===== src/rtl/alu_sequencer_if.sv =====
// ----------------------------------------------------------------------------
// alu_sequencer_if
// Instruction handshake between an instruction source and the ALU sequencer.
//   instr_valid  master -> slave  instr_data holds an instruction
//   instr_ready  slave  -> master sequencer accepts an instruction this cycle
//   instr_data   master -> slave  {opcode[9:6], rd[5:4], rs1[3:2], rs2[1:0]}
// ----------------------------------------------------------------------------
interface alu_sequencer_if;
    logic       instr_valid;
    logic       instr_ready;
    logic [9:0] instr_data;

    modport master (output instr_valid, output instr_data, input instr_ready);
    modport slave  (input instr_valid, input instr_data, output instr_ready);
endinterface


===== src/rtl/alu_sequencer.sv =====
// ----------------------------------------------------------------------------
// alu_sequencer
// Issues one instruction at a time to an external ALU.  Operands are read from
// a four-entry 8-bit register file, the ALU opcode is held for WAIT_CYCLES
// EXEC cycles, and the ALU result is written back to rd together with a
// result/flags snapshot.  Sequence: IDLE -> SETUP -> EXEC (xWAIT_CYCLES) -> WB.
//
// Parameters
//   WAIT_CYCLES  EXEC cycles the opcode is held before sampling (1..15)
// Ports
//   clk, rst_n            clock, synchronous active-low reset
//   instr                 instruction handshake (alu_sequencer_if.slave)
//   wr_en/wr_addr/wr_data register preload, honoured only while idle
//   dbg_addr/dbg_data     combinational register readback
//   alu_op/alu_a/alu_b    ALU opcode (4'hF when parked) and operands
//   alu_out/alu_flag      ALU result and flags (carry/negative/zero)
//   done                  one-cycle pulse in the write-back cycle
//   result/flags          last completed result and flags
//   busy                  high whenever not idle
//   err                   illegal-opcode pulse (only with trap enabled)
// Build option
//   ALU_SEQ_ILLEGAL_TRAP_EN  when defined, opcodes 7..15 pulse err with done;
//                            otherwise err is tied low and they are silent NOPs.
// ----------------------------------------------------------------------------
module alu_sequencer #(
    parameter int unsigned WAIT_CYCLES = 1
) (
    input  logic                  clk,
    input  logic                  rst_n,
    alu_sequencer_if.slave        instr,
    input  logic                  wr_en,
    input  logic [1:0]            wr_addr,
    input  logic [7:0]            wr_data,
    input  logic [1:0]            dbg_addr,
    output logic [7:0]            dbg_data,
    output logic [3:0]            alu_op,
    output logic [7:0]            alu_a,
    output logic [7:0]            alu_b,
    input  logic [7:0]            alu_out,
    input  logic [3:0]            alu_flag,
    output logic                  done,
    output logic [7:0]            result,
    output logic [3:0]            flags,
    output logic                  busy,
    output logic                  err
);

    typedef enum logic [1:0] {IDLE, SETUP, EXEC, WB} state_e;

    localparam logic [3:0] OP_PARK   = 4'hF;
    localparam logic [3:0] OP_MAXLEG = 4'd6;
    localparam logic [3:0] CNT_LAST  = 4'(WAIT_CYCLES - 1);

    state_e     state_q,  state_d;
    logic [3:0] op_q,     op_d;
    logic [1:0] rd_q,     rd_d;
    logic [3:0] cnt_q,    cnt_d;
    logic [7:0] regs_q [4];
    logic [7:0] regs_d [4];
    logic [3:0] alu_op_q, alu_op_d;
    logic [7:0] alu_a_q,  alu_a_d;
    logic [7:0] alu_b_q,  alu_b_d;
    logic       done_q,   done_d;
    logic [7:0] result_q, result_d;
    logic [3:0] flags_q,  flags_d;
`ifdef ALU_SEQ_ILLEGAL_TRAP_EN
    logic       err_q,    err_d;
`endif

    always_comb begin
        // NOTE: every variable gets a default before the case so no path can
        // leave one unassigned, which would otherwise infer a latch.
        state_d  = state_q;
        op_d     = op_q;
        rd_d     = rd_q;
        cnt_d    = cnt_q;
        regs_d   = regs_q;
        alu_op_d = OP_PARK;
        alu_a_d  = alu_a_q;
        alu_b_d  = alu_b_q;
        done_d   = 1'b0;
        result_d = result_q;
        flags_d  = flags_q;
`ifdef ALU_SEQ_ILLEGAL_TRAP_EN
        err_d    = 1'b0;
`endif

        unique case (state_q)
            IDLE: begin
                if (wr_en) begin
                    regs_d[wr_addr] = wr_data;
                end
                if (instr.instr_valid) begin
                    state_d = SETUP;
                    op_d    = instr.instr_data[9:6];
                    rd_d    = instr.instr_data[5:4];
                    // Operands come from regs_d so a preload in the accepting
                    // cycle is already visible to this instruction.
                    alu_a_d = regs_d[instr.instr_data[3:2]];
                    alu_b_d = regs_d[instr.instr_data[1:0]];
                end
            end
            SETUP: begin
                cnt_d = 4'd0;
                if (op_q <= OP_MAXLEG) begin
                    state_d  = EXEC;
                    alu_op_d = op_q;
                end else begin
                    // Illegal opcodes never reach the ALU.
                    state_d = WB;
                    done_d  = 1'b1;
`ifdef ALU_SEQ_ILLEGAL_TRAP_EN
                    err_d   = 1'b1;
`endif
                end
            end
            EXEC: begin
                if (cnt_q == CNT_LAST) begin
                    state_d        = WB;
                    cnt_d          = 4'd0;
                    done_d         = 1'b1;
                    result_d       = alu_out;
                    regs_d[rd_q]   = alu_out;
                    // Add/sub keep the ALU's flags; logic ops report zero only.
                    if (op_q <= 4'd1) begin
                        flags_d = alu_flag;
                    end else begin
                        flags_d = (alu_out == 8'h00) ? 4'b0010 : 4'b0000;
                    end
                end else begin
                    cnt_d    = cnt_q + 4'd1;
                    alu_op_d = op_q;
                end
            end
            WB: begin
                state_d = IDLE;
            end
            default: begin
                state_d = IDLE;
            end
        endcase
    end

    // NOTE: the register file is reset along with the control state because
    // it must read back as zero after reset, including mid-instruction aborts.
    always_ff @(posedge clk) begin
        if (!rst_n) begin
            state_q  <= IDLE;
            op_q     <= 4'd0;
            rd_q     <= 2'd0;
            cnt_q    <= 4'd0;
            regs_q   <= '{default: 8'h00};
            alu_op_q <= OP_PARK;
            alu_a_q  <= 8'h00;
            alu_b_q  <= 8'h00;
            done_q   <= 1'b0;
            result_q <= 8'h00;
            flags_q  <= 4'h0;
`ifdef ALU_SEQ_ILLEGAL_TRAP_EN
            err_q    <= 1'b0;
`endif
        end else begin
            // NOTE: non-blocking assignments make every flop update from the
            // same pre-edge values, independent of statement order.
            state_q  <= state_d;
            op_q     <= op_d;
            rd_q     <= rd_d;
            cnt_q    <= cnt_d;
            regs_q   <= regs_d;
            alu_op_q <= alu_op_d;
            alu_a_q  <= alu_a_d;
            alu_b_q  <= alu_b_d;
            done_q   <= done_d;
            result_q <= result_d;
            flags_q  <= flags_d;
`ifdef ALU_SEQ_ILLEGAL_TRAP_EN
            err_q    <= err_d;
`endif
        end
    end

    assign instr.instr_ready = (state_q == IDLE);
    assign busy              = (state_q != IDLE);
    assign dbg_data          = regs_q[dbg_addr];
    assign alu_op            = alu_op_q;
    assign alu_a             = alu_a_q;
    assign alu_b             = alu_b_q;
    assign done              = done_q;
    assign result            = result_q;
    assign flags             = flags_q;
`ifdef ALU_SEQ_ILLEGAL_TRAP_EN
    assign err               = err_q;
`else
    assign err               = 1'b0;
`endif

endmodule


===== src/flat_wrapper.sv =====
// flat-port wrapper written by rule: the top's interface ports become plain ports
module alu_sequencer_flat 
#(
    parameter int unsigned WAIT_CYCLES = 1
)
  (clk, rst_n, wr_en, wr_addr, wr_data, dbg_addr, dbg_data, alu_op, alu_a, alu_b, alu_out, alu_flag, done, result, flags, busy, err, instr_instr_valid, instr_instr_data, instr_instr_ready);
  alu_sequencer_if instr_i ();
  input  logic clk;
  input  logic rst_n;
  input  logic wr_en;
  input  logic [1:0] wr_addr;
  input  logic [7:0] wr_data;
  input  logic [1:0] dbg_addr;
  output logic [7:0] dbg_data;
  output logic [3:0] alu_op;
  output logic [7:0] alu_a;
  output logic [7:0] alu_b;
  input  logic [7:0] alu_out;
  input  logic [3:0] alu_flag;
  output logic done;
  output logic [7:0] result;
  output logic [3:0] flags;
  output logic busy;
  output logic err;
  input wire logic [$bits(instr_i.instr_valid)-1:0] instr_instr_valid;
  input wire logic [$bits(instr_i.instr_data)-1:0] instr_instr_data;
  output wire logic [$bits(instr_i.instr_ready)-1:0] instr_instr_ready;
  assign instr_i.instr_valid = instr_instr_valid;
  assign instr_i.instr_data = instr_instr_data;
  assign instr_instr_ready = instr_i.instr_ready;
  alu_sequencer #(.WAIT_CYCLES(WAIT_CYCLES)) u_core (.clk(clk), .rst_n(rst_n), .instr(instr_i), .wr_en(wr_en), .wr_addr(wr_addr), .wr_data(wr_data), .dbg_addr(dbg_addr), .dbg_data(dbg_data), .alu_op(alu_op), .alu_a(alu_a), .alu_b(alu_b), .alu_out(alu_out), .alu_flag(alu_flag), .done(done), .result(result), .flags(flags), .busy(busy), .err(err));
endmodule

===== config.mk =====
export PLATFORM = sky130hd
export DESIGN_NAME = alu_sequencer_flat
export DESIGN_NICKNAME = d
export VERILOG_FILES = /design/src/rtl/alu_sequencer_if.sv /design/src/rtl/alu_sequencer.sv /design/src/flat_wrapper.sv
export SDC_FILE = /design/constraint.sdc
export NUM_CORES = 1
export LEC_CHECK = 0
export ABC_AREA = 1
export BUFFER_PORTS_ARGS = -buffer_cell sky130_fd_sc_hd__buf_2
export CAP_MARGIN = 25
export CORE_MARGIN = 8
export CORE_UTILIZATION = 57
export CTS_CLUSTER_SIZE = 28
export DETAILED_ROUTE_END_ITERATION = 6
export PLACE_DENSITY = 0.81
export SYNTH_ARGS = -nofsm -noshare
export SYNTH_HDL_FRONTEND = slang
export SYNTH_SLANG_ARGS = --single-unit

===== constraint.sdc =====
create_clock -name clk -period 1.85 [get_ports clk]
set_input_delay 0.185 -clock clk [delete_from_list [all_inputs] [get_ports clk]]
set_output_delay 0.185 -clock clk [all_outputs]
set_load 0.02 [all_outputs]

==> out/metrics.yaml <==
drtAntennaViolNets: 0
finalCritPeriodShare: 0.902
holdWs_ns: 0.0843
fin_cells: 900
cts-resized-gates: 0
synth_nets: 763
wl_met3_mm: 1.62
dpl.hpwl_mm: 12.6
die_width_microns: 107
cts_root_buffer: "clkbuf_8"
placementRows: 33
postRouteWirelength_mm: 16.5
synth_top_family_by_area: "simple AND/OR/NAND/NOR gates"
status: "complete, no violations"
routed-via-count: 5453
start_util: 0.582
vias_per_cell: 6.06
holdCritPathClass: "in -> reg"
synth_xor_area_frac: 0.00368
path_clk_slew_ns: 0.08
cts_tree: "yes"
slew_headroom: 0.658
numCtsBuffers: 9
cp_max_fo: 16
worstSkewPairLatency_ns: 0.35
wire_per_inst_microns: 18.4
ys_warn_count: 0
placed_cells_incl_taps: 884
grt_pass1_vias: 4957
p_leak_nw: 2.49
clock-sinks: 77
die_y_microns: 107
dr.pass1.iters: 5
htreeDepth: 3
crit_path_end_kind: "register"
grt_usage: 0.283
finalNetCount: 833
wl_met1_mm: 6.76
postLayoutSetupSlackWorst_ns: 0.181
layout_common_cells: "123 x nor2_1, 118 x nand3_1, 104 x nand2_1"
slew_violations: 0
pre_cts_slack_ns: 0.223
worst_ir_drop_vdd_uv: 1850
cts_hold_buffers: 0
rsz0062_at_grt: "no"
path_class: "reg -> reg"
synth-adder-area-share: 0.0131
drive_above_1_share: 0.187
arrival_ns: 1.91
synth-seq-cells: 77
io_buffers: 80
dr.max_layer_used: "met4"
critPathLaunchType: "register"
hold_viol_final: 0
place.gp.congestion: 0.955
synthCells: 720
setup_viol: 0
tightestPinTransition_ns: 0.509
grt_max_degree: 38
drt_iter0_drc: 637
wl_met2_mm: 7.46
syn_avg_cell_area_sq_um: 6.61
synth_compound_area_frac: 0.165
remaining_drc_errors: 0
synthSimpleGateAreaFrac: 0.398
synth-seq-area-share: 0.324
p_per_area_nw_per_um2: 1580
post_cts_buffers: 0
fin_skew_ns: 0.0106
max_freq_mhz: 599
antenna_found_initial: 0
grt_pass1_wl_mm: 25.9
cp.required_ns: 2.09
grt_overflow: 0
synth_area_sq_um: 4760
antenna_cells: 0
synth_cell_type_count: 35
synth.area.mux_share: 0
area_growth_syn_to_layout_pct: 13.1
drv_cap: 0
clock_tree.buffer_depth: 2
coreArea_sq_um: 8180
die-area_sq_um: 11500
finalCriticalPeriod_ns: 1.67
tns_ns: 0
ios: 82
final_common_cell: "nor2_1"
## final timing paths
path                                   from                             end  slack (ns)  cells after the start
max          u_core.state_q[0]$_SDFFE_PN0P_  u_core.regs_q[10]$_SDFFE_PN0P_        0.18                      9
min                     instr_instr_data[4]     u_core.rd_q[0]$_SDFFE_PN0P_        0.08                      3
max reg2reg  u_core.state_q[0]$_SDFFE_PN0P_  u_core.regs_q[10]$_SDFFE_PN0P_        0.18                      9
min reg2reg   u_core.result[4]$_SDFFE_PN0P_   u_core.result[4]$_SDFFE_PN0P_        0.46                      2
## stage by stage
| stage | util | cell area, sq um | power [W] |
|---|---|---|---|
| final | 0.658 | 5380 | 0.00848 |
| after global routing | 0.658 | 5380 | 0.00913 |
| after CTS | 0.658 | 5380 | 0.00840 |
| after detailed placement | 0.635 | 5190 | 0.00713 |
| after global placement | 0.635 | 5190 | 0.00700 |
| after floorplan | - | 4760 | 0.00592 |
## kinds of logic (layout without fill, tap and decap cells)
family	Yosys count	after routing
fa+ha+maj	5	5
flops	77	77
xor+xnor	2	2
other cells	1	1
compound gates	151	151
simple gates	398	398
buf+inv	86	161
## sequential cells by signal, summed over array words and instances (netlist names)
name,count
u_core.result,8
u_core.op_q,4
u_core.regs_q,32
u_core.flags,4
u_core.alu_op,4
u_core.state_q,2
u_core.cnt_q,4
u_core.done,1
u_core.alu_b,8
u_core.alu_a,8
u_core.rd_q,2
## metal layers
layer / vias to the layer above / GRT usage
met1: 2486 / 0.358
met4: 0 / 0.137
li1: 2594 / -
met5: - / 0
met2: 331 / 0.440
met3: 42 / 0.0689
## worst max-delay path, cell delays in order, from the launching register on
cell and delay, ns:
dfxtp_1 0.34, inv_1 0.09, ha_1 0.23, inv_2 0.11, nor2_8 0.25, nand2_2 0.10
nand2_4 0.15, o21ai_0 0.11, nor2_1 0.12, nor2_1 0.06
## synthesized netlist by cell type (all sizes together)
master | instances | area, sq um
nor2 | 125 | 488
nand3 | 123 | 648
nand2 | 112 | 460
o21ai | 94 | 482
dfxtp | 77 | 1540
a21oi | 46 | 230
inv | 44 | 175
nand4 | 32 | 263
buf | 31 | 239
clkbuf | 11 | 41.3
o22ai | 8 | 50.1
ha | 5 | 62.6
nor3 | 3 | 15.0
nor4 | 2 | 12.5
xor2 | 2 | 17.5
a211oi | 1 | 7.51
conb | 1 | 3.75
nand3b | 1 | 7.51
o211ai | 1 | 7.51
o31ai | 1 | 7.51
## power by group
part,internal [W],switching (W)
clock network,0.000622,0.000650
logic,0.00151,0.00316
registers,0.00218,0.000365
total,0.00431,0.00417
## area by class of cell
| class | instances | area (sq um) |
|---|---|---|
| Sequential cell | 77 | 1540 |
| Tap cell | 105 | 131 |
| Clock inverter | 6 | 61.3 |
| Inverter | 44 | 175 |
| Multi-Input combinational cell | 557 | 2760 |
| Timing Repair Buffer | 101 | 583 |
| Clock buffer | 10 | 128 |
| Fill cell | 803 | 2790 |
No activity file was read; power rests on OpenSTA's default activity.
